==> src/rtl/debounce_enable_gen.sv <==
// Synchronizes and debounces a raw button level, emitting a one-cycle active-low enable strobe plus toggle bit per confirmed press.
// Latency: strobe at posedge SYNC_STAGES+1+DEBOUNCE_CYCLES after a stable rise; level falls the same distance after a stable fall.
// Backpressure: none; the strobe is fire-and-forget and the downstream flop must accept it.
module debounce_enable_gen #(
  parameter int SYNC_STAGES     = 2,
  parameter int DEBOUNCE_CYCLES = 50000,
  parameter int CNT_W           = 16,
  parameter int PCNT_W          = 8
) (
  input  logic              clk,
  input  logic              rst,
  input  logic              raw_in,
  output logic              en_n,
  output logic              d_out,
  output logic              level,
  output logic [PCNT_W-1:0] press_cnt
);

  typedef enum logic [1:0] {
    IDLE         = 2'd0,
    WAIT_PRESS   = 2'd1,
    PRESSED      = 2'd2,
    WAIT_RELEASE = 2'd3
  } state_t;

  localparam logic [CNT_W-1:0] CNT_LAST = CNT_W'(DEBOUNCE_CYCLES - 1);

  logic [SYNC_STAGES-1:0] sync_q;
  logic                   sync_in;

  state_t             state_q, state_d;
  logic [CNT_W-1:0]   cnt_q, cnt_d;
  logic               en_n_d;
  logic               d_out_d;
  logic               level_d;
  logic [PCNT_W-1:0]  press_cnt_d;

  always_ff @(posedge clk or negedge rst) begin
    if (!rst) begin
      sync_q <= '0;
    end else begin
      sync_q <= {sync_q[SYNC_STAGES-2:0], raw_in};
    end
  end

  assign sync_in = sync_q[SYNC_STAGES-1];

  // Every output is a flop so the negedge consumer gets half a cycle of setup.
  always_ff @(posedge clk or negedge rst) begin
    if (!rst) begin
      state_q   <= IDLE;
      cnt_q     <= '0;
      en_n      <= 1'b1;
      d_out     <= 1'b0;
      level     <= 1'b0;
      press_cnt <= '0;
    end else begin
      state_q   <= state_d;
      cnt_q     <= cnt_d;
      en_n      <= en_n_d;
      d_out     <= d_out_d;
      level     <= level_d;
      press_cnt <= press_cnt_d;
    end
  end

  always_comb begin
    state_d     = state_q;
    cnt_d       = cnt_q;
    en_n_d      = 1'b1;
    d_out_d     = d_out;
    level_d     = level;
    press_cnt_d = press_cnt;

    case (state_q)
      IDLE: begin
        if (sync_in) begin
          state_d = WAIT_PRESS;
          cnt_d   = '0;
        end
      end

      WAIT_PRESS: begin
        if (!sync_in) begin
          state_d = IDLE;
        end else if (cnt_q == CNT_LAST) begin
          // d_out flips together with the strobe so the capture sees the new value.
          state_d     = PRESSED;
          en_n_d      = 1'b0;
          d_out_d     = ~d_out;
          level_d     = 1'b1;
          press_cnt_d = press_cnt + PCNT_W'(1);
        end else begin
          cnt_d = cnt_q + CNT_W'(1);
        end
      end

      PRESSED: begin
        if (!sync_in) begin
          state_d = WAIT_RELEASE;
          cnt_d   = '0;
        end
      end

      WAIT_RELEASE: begin
        if (sync_in) begin
          state_d = PRESSED;
        end else if (cnt_q == CNT_LAST) begin
          state_d = IDLE;
          level_d = 1'b0;
        end else begin
          cnt_d = cnt_q + CNT_W'(1);
        end
      end

      default: begin
        state_d = IDLE;
      end
    endcase
  end

endmodule

==> config.mk <==
export PLATFORM = sky130hd
export DESIGN_NAME = debounce_enable_gen
export DESIGN_NICKNAME = d
export VERILOG_FILES = /design/src/rtl/debounce_enable_gen.sv
export SDC_FILE = /design/constraint.sdc
export NUM_CORES = 1
export LEC_CHECK = 0
export BUFFER_PORTS_ARGS = -buffer_cell sky130_fd_sc_hd__buf_2
export CAP_MARGIN = 20
export CORE_MARGIN = 2
export CORE_UTILIZATION = 25
export DETAILED_ROUTE_END_ITERATION = 12
export GPL_ROUTABILITY_DRIVEN = 1
export SETUP_SLACK_MARGIN = 0.5
export SYNTH_ARGS = -nofsm -noshare
export SYNTH_HDL_FRONTEND = slang
export SYNTH_SLANG_ARGS = --single-unit
export TNS_END_PERCENT = 30
==> constraint.sdc <==
create_clock -name clk -period 2.4 [get_ports clk]
set_input_delay 0.36 -clock clk [delete_from_list [all_inputs] [get_ports clk]]
set_output_delay 0.36 -clock clk [all_outputs]
set_load 0.01 [all_outputs]
==> results of run 1 <==
[cells in the final DEF (no fill, tap or decap), drive strengths merged, types with 4 or more instances in the layout]
master,n
dfrtp,30
nand4,6
mux2i,4
o41ai,4
inv,4
nand3,9
xnor2,9
clkbuf,6
or3,5
nand2,14
nor2,7
buf,16
nor4,5
o21ai,11
[power groups by stage]
stage / Combinational, µW / Sequential (µW) / Clock [µW]
6_report: 63.1 / 564 / 415
5_1_grt: 75.0 / 567 / 447
3_3_place_gp: 63.6 / 571 / 0
2_1_floorplan: 39.5 / 567 / 0
3_5_place_dp: 63.8 / 573 / 0
4_1_cts: 64.4 / 563 / 432
[metrics by stage]
step	worst slack (ns)	cell area (µm²)	utilization (%)	std cells
2_1_floorplan	0.7331	1640	-	159
3_3_place_gp	0.5342	1789	28.18	246
3_5_place_dp	0.4687	1789	28.18	246
4_1_cts	0.4777	1879	29.60	253
5_1_grt	0.4852	1888	29.73	253
6_report	0.5580	1888	29.73	253
[metal layers]
layer | vias up | GRT usage (%) | wire (µm) | share of wire, %
met5 | - | 0 | 0 | 0
met4 | 0 | 3.896 | 21 | 0.60
met3 | 3 | 3.113 | 172 | 4.9
met2 | 30 | 15.13 | 1514 | 43
met1 | 601 | 15.13 | 1800 | 51
li1 | 626 | - | - | -
[worst max-delay path, stage by stage (launching register included)]
cell,delay [ns]
dfrtp_1,0.44
nor4b_1,0.43
and4_2,0.45
nand2_4,0.10
mux2_4,0.30
[how the worst max path moves through the flow]
stage	from	endpoint	slack, ns
floorplan	cnt_q[0]	press_cnt[1]	0.73
global placement	cnt_q[0]	cnt_q[15]	0.53
detailed placement	cnt_q[0]	cnt_q[5]	0.47
CTS	cnt_q[7]	press_cnt[1]	0.48
global route	cnt_q[7]	press_cnt[1]	0.49
finish	cnt_q[7]	press_cnt[1]	0.56
[state kept, by name (all words and copies together) (netlist names), named ones only]
| register | count |
|---|---|
| press_cnt | 8 |
| en_n | 1 |
| state_q | 1 |
| sync_q | 2 |
| d_out | 1 |
| cnt_q | 16 |
| level | 1 |
[area by class of cell]
cell class	instances	share of cell area, %
Tap cell	77	5.103
Clock buffer	6	4.374
Multi-Input combinational cell	117	43.47
Sequential cell	31	41.15
Inverter	5	0.9940
Timing Repair Buffer	16	4.639
Clock inverter	1	0.2651
[kinds of logic (layout without fill, tap and decap cells)]
logic type / after synthesis / in the layout / synth area share, %
AND/OR/NAND/NOR: 69 / 69 / 25.55
AO/OA/AOI/OAI: 31 / 31 / 13.43
flip-flops: 31 / 31 / 47.37
buffers and inverters: 11 / 28 / 3.279
XOR/XNOR: 9 / 9 / 4.806
multiplexers: 6 / 6 / 4.042
adder cells (fa/ha/maj): 2 / 2 / 1.525
[repair_timing]
item / 4_1_cts / 5_1_grt
endpoints found under the setup margin: 7 / 9
gates resized for setup: 1 / 2
buffers inserted: 0 / 0
cloned: 0 / 0
==> qor.txt, run 1 <==
status -> completed
top area cells in the synthesized netlist -> dfrtp_1 46%, xnor2_1 4.8%, o21ai_0 3.4%
Avg Synthesized Cell Area -> 10.32 µm²
PwrDens -> 551.7 nW/µm²
grt ovf -> 0
worst relative slew slack -> 53.94%
Post-CTS Hold Fix Bufs -> 0
Worst-path clk slew -> 0.07 ns
Hold Worst Slack -> 0.1140 ns
WL per Instance -> 13.87 µm
Sw Share -> 24.42%
CP max FO -> 9
post-route minimum period -> 1.842 ns
vias in the first global route -> 1,243
Mapped Nets -> 164
Clock Latency Late Sink -> 0.28 ns
FF-to-FF End -> press_cnt[1]
Least-Margin Pin Slew -> 0.6909 ns
TritonCTS buffer count -> 5
DIE AREA -> 7225 µm²
area of the multi-input gates -> 820.8 µm²
period utilisation layout -> 76.75%
Worst R2R Start -> cnt_q[7]
ys async rst share -> 100.0%
Die Wd -> 85 µm
Warnings, synthesis -> 0
Required @ worst endpoint -> 2.56 ns
register area share after synthesis -> 47.37%
unique cell type count in the Yosys netlist -> 47
First-pass DRT Iterations -> 4
number of enable flip-flop cells after synthesis -> 0
clock skew -> 0.009285 ns
initial antenna violation count -> 0
share of cells above drive strength 1 -> 19.32%
VDD IR-drop max -> 0.2468 mV
# IOs -> 14
CP Class -> flop to flop
CP endpoint kind -> flop
FF/Latch Area -> 777.0 µm²
CTS tree -> yes
CTS Buffer Depth -> 2
via count -> 1,260
synth cell count leaders -> 30 x dfrtp_1, 13 x nand2_1, 11 x o21ai_0
Final #Nets -> 181
I/O Buffers -> 13
final wirelength -> 3.509 mm
RSZ-0062 raised after global routing -> yes
filler cell count in the final layout -> 658
diodes inserted -> 0
Core Area -> 6350 µm²
clock sinks -> 31
chip height -> 85 µm
antenna viol nets, final -> 0
Tot GR Track Use -> 10.59%
Primary FF master, synth -> dfrtp_1
max-cap violations -> 0
fmax -> 542.9 MHz
crit start category -> flop
register share of total power -> 54.1%
DR vias/cell -> 4.980
R2R depth -> 4
synthesized netlist cell count -> 159
synthesized cell area -> 1640 µm²
H-tree depth -> 2
CP arrival -> 2.00 ns
Total Power -> 1042 µW
Gate power share -> 6.1%
count leader, synth -> dfrtp_1
Initial Utilization -> 25.83%
Switch Pwr -> 254.4 µW
Yosys top cell area share -> 45.77%
DRC viols -> 0
synthesis-stage register bit count -> 31
Final setup viols -> 0
leakage -> 0.0008070 µW
area grow syn2layout -> 15.10%
P_int -> 787.3 µW
clock network power share -> 39.8%
initial DRC count -> 114
Hold/Removal Path Class -> input port to async pin
first-pass GRT wire length -> 6.134 mm
Root Driver -> clkbuf_8
GP Congestion -> 0.8507
final setup TNS -> 0 ns
fin. max-slew vios -> 0
DP Wirelength -> 2.416 mm
slack of the worst reg-to-reg path -> 0.56 ns
FP Rows -> 29
Fin. Hold Viols -> 0
cell accounting for the most synthesized area -> dfrtp_1
largest net degree at the start of global routing -> 32
Note: power is estimated with default switching activity, not from simulation.
==> inputs of run 2 (changes only) <==
--- a/config.mk
+++ b/config.mk
@@ -5,6 +5,7 @@
 export SDC_FILE = /design/constraint.sdc
 export NUM_CORES = 1
 export LEC_CHECK = 0
+export ABC_AREA = 1
 export BUFFER_PORTS_ARGS = -buffer_cell sky130_fd_sc_hd__buf_2
 export CAP_MARGIN = 20
 export CORE_MARGIN = 2
==> constraint.sdc (replaced) <==
create_clock -name clk -period 1.74 [get_ports clk]
set_input_delay 0.261 -clock clk [delete_from_list [all_inputs] [get_ports clk]]
set_output_delay 0.261 -clock clk [all_outputs]
set_load 0.01 [all_outputs]
==> run 2 against run 1 <==
Net effect:
- clock skew down 0.0053 ns
- hold slack worse by 0.11 ns
- combinational power up 84%
- critical endpoint is now cnt_q[3]
- synthesized cell count up 61%
- core utilization up 3.6 points
- highest routed layer unchanged
- area after synthesis up 14%
- non-clock buffer count up 16
- largest cell class unchanged
==> qor.txt, run 2 <==
post-route insts no fill -> 391 (+55%)
dpl cells -> 367 (+49%)
via count -> 1,763 (+40%)
first-pass GRT wire length -> 7.700 mm (+26%)
count leader, synth -> nand2_1
leakage -> 0.001071 µW (+33%)
Tot GR Track Use -> 11.51% (+0.92 points)
CP max FO -> 8 (-1)
FP Rows -> 31 (+6.9%)
unique cell type count in the Yosys netlist -> 29 (-38%)
Gate power share -> 8.0% (+1.9 points)
ys async rst share -> 100.0% (unchanged)
Clock Latency Late Sink -> 0.29 ns (about the same)
GP Congestion -> 0.8528 (+0.25%)
clock sinks -> 31 (unchanged)
vias in the first global route -> 1,639 (+32%)
CP arrival -> 1.67 ns (-0.33 ns)
Largest register FFs -> 16 (unchanged)
Total Power -> 1455 µW (+40%)
synthesized netlist cell count -> 256 (+61%)
Final #Nets -> 296 (+64%)
share of cells above drive strength 1 -> 28.08% (+8.8 points)
Sw Share -> 24.11% (-0.31 points)
fmax -> 669.0 MHz (+23%)
Required @ worst endpoint -> 1.92 ns (-0.64 ns)
P_int -> 1105 µW (+40%)
placed cell areas -> 2086 µm² (+17%)
Least-Margin Pin Slew -> 0.6932 ns (+0.002324 ns)
DP Wirelength -> 3.038 mm (+26%)
Initial Utilization -> 25.74% (-0.095 points)
DR vias/cell -> 4.509 (-9.5%)
most frequent CP cell -> nand3_4
WL per Instance -> 12.16 µm (-12%)
grt ovf -> 0 (unchanged)
most flop-heavy register -> cnt_q
CP max-delay cell -> dfrtp_2
DIE AREA -> 8174 µm² (+13%)
R2R depth -> 9 (+5)
antenna viol nets, final -> 0 (unchanged)
Final setup viols -> 0 (unchanged)
VDD IR-drop max -> 0.4736 mV (+92%)
TritonCTS buffer count -> 5 (unchanged)
chip height -> 90.41 µm (+6.4%)
fin. max-slew vios -> 0 (unchanged)
synth cell count leaders -> 82 x nand2_1, 33 x nor2_1, 30 x dfrtp_1, 30 x nand3_1, 21 x inv_1
initial DRC count -> 146 (+28%)
Yosys top cell area share -> 40.21% (-5.6 points)
CP max stage delay -> 0.41 ns (-0.04 ns)
CTS Buffer Depth -> 2 (unchanged)
Hold/Removal Path Class -> input port to async pin
I/O Buffers -> 13 (unchanged)
worst relative slew slack -> 53.78% (-0.15 points)
Avg Synthesized Cell Area -> 7.292 µm² (-29%)
most frequent cells in the layout -> 77 x nand2_1, 29 x nand3_1, 27 x nor2_1, 21 x inv_1, 17 x dfrtp_1
largest net degree at the start of global routing -> 32 (unchanged)
DRC viols -> 0 (unchanged)
CP endpoint kind -> flop
final setup TNS -> 0 ns (unchanged)
area grow syn2layout -> 29.56%
clock skew -> 0.004026 ns (-0.005259 ns)
Mapped Nets -> 261 (+59%)
Warnings, synthesis -> 0 (unchanged)
diodes inserted -> 0 (unchanged)
top flop regs -> cnt_q (16), press_cnt (8), sync_q (2)
final wirelength -> 4.753 mm (+35%)
slack of the worst reg-to-reg path -> 0.25 ns (-0.31 ns)
FF/Latch Area -> 793.3 µm² (+2.1%)
Worst R2R Start -> cnt_q[1]
max-cap violations -> 0 (unchanged)
clock network power share -> 40.2% (+0.4 points)
PwrDens -> 601.8 nW/µm² (+9.1%)
finished layout cell area -> 2419 µm² (+28%)
Core Area -> 7253 µm² (+14%)
Primary FF master, synth -> dfrtp_1
Fin. Hold Viols -> 0 (unchanged)
register area share after synthesis -> 41.62% (-5.7 points)
cell accounting for the most synthesized area -> dfrtp_1
register share of total power -> 51.8% (-2.3 points)
CTS tree -> yes
status -> completed
synthesis-stage register bit count -> 31 (unchanged)
H-tree depth -> 2 (unchanged)
CP Class -> flop to flop
# IOs -> 14 (unchanged)
most common cell after layout, fill and taps aside -> nand2_1
period utilisation layout -> 85.91% (+9.2 points)
top area cells in the synthesized netlist -> dfrtp_1 40%, nand2_1 16%, nand3_1 8.0%
First-pass DRT Iterations -> 4 (unchanged)
Post-CTS Hold Fix Bufs -> 0 (unchanged)
crit path cell chain -> ha_4, nand3_4, clkinv_4, nand3_4, o21bai_4, buf_12, inv_6, nand2_2, nand2_1
post-route minimum period -> 1.495 ns (-0.3472 ns)
area of the multi-input gates -> 1044 µm² (+27%)
FF-to-FF End -> cnt_q[3]
Root Driver -> clkbuf_8
synthesized cell area -> 1867 µm² (+14%)
Switch Pwr -> 350.9 µW (+38%)
number of enable flip-flop cells after synthesis -> 0 (unchanged)
Worst-path clk slew -> 0.06 ns (about the same)
initial antenna violation count -> 0 (unchanged)
crit start category -> flop
RSZ-0062 raised after global routing -> yes
Die Wd -> 90.41 µm (+6.4%)
filler cell count in the final layout -> 756 (+15%)
[run 2: layer usage]
| metal | GRT usage, % | routed length [µm] |
|---|---|---|
| met1 | 15.02 | 2164 |
| met2 | 18.48 | 2350 |
| met3 | 2.003 | 118 |
| met4 | 5.513 | 120 |
| met5 | 0 | 0 |
[run 2: final cells by class]
cell class / instances / share of cell area (%)
clock buffer: 7 / 3.570
tap: 99 / 5.122
multi-input combinational: 196 / 43.15
inverter: 25 / 4.294
sequential: 31 / 32.80
timing repair buffer: 32 / 10.86
clock inverter: 1 / 0.2069
[run 2: worst max-delay path by stage]
stage          slack, ns  cells past startpoint  startpoint           end
2_1_floorplan       0.37                      9    cnt_q[0]      cnt_q[3]
3_3_place_gp        0.23                      8   cnt_q[13]  press_cnt[4]
3_5_place_dp        0.22                      7    cnt_q[0]     cnt_q[14]
4_1_cts             0.27                      9    cnt_q[1]      cnt_q[5]
5_1_grt             0.14                      8    cnt_q[0]      cnt_q[2]
6_report            0.25                      9    cnt_q[1]      cnt_q[3]
[run 2: timing repair]
action / 4_1_cts / 5_1_grt
buffers inserted: 4 / 8
setup endpoints to repair: 29 / 29
gates resized for setup: 9 / 24
pin swaps: 3 / 3
gates cloned: 1 / 3
[run 2: through the flow]
stage | hold slack (ns) | setup slack [ns] | util [%]
2_1_floorplan | -0.03459 | 0.3673 | -
3_3_place_gp | 0.3328 | 0.2322 | 28.76
5_1_grt | 0.07126 | 0.1437 | 33.34
4_1_cts | 0.04674 | 0.2700 | 30.84
3_5_place_dp | 0.3364 | 0.2247 | 28.76
6_report | 0.006902 | 0.2452 | 33.34
[run 2: cell families after synthesis]
logic type | count (synthesis) | share of synthesized area, %
AND/OR/NAND/NOR | 167 | 40.15
flip-flops | 31 | 41.62
buffers and inverters | 30 | 7.573
AO/OA/AOI/OAI | 18 | 5.563
XOR/XNOR | 8 | 3.754
adder cells (fa/ha/maj) | 2 | 1.340
[run 2: worst max-delay path, delay by kind of cell, from the launching register on]
| kind | cells | cell delay (ns) |
|---|---|---|
| flip-flops | 1 | 0.41 |
| buffers and inverters | 3 | 0.30 |
| AO/OA/AOI/OAI | 1 | 0.26 |
| AND/OR/NAND/NOR | 4 | 0.25 |
| adder cells (fa/ha/maj) | 1 | 0.17 |
[run 2: power by group through the flow]
stage	registers, µW	clock network (µW)	logic (µW)
floorplan	760	0	54.7
global placement	765	0	76.3
detailed placement	766	0	76.1
CTS	753	598	80.4
global route	755	638	130
finish	754	586	116
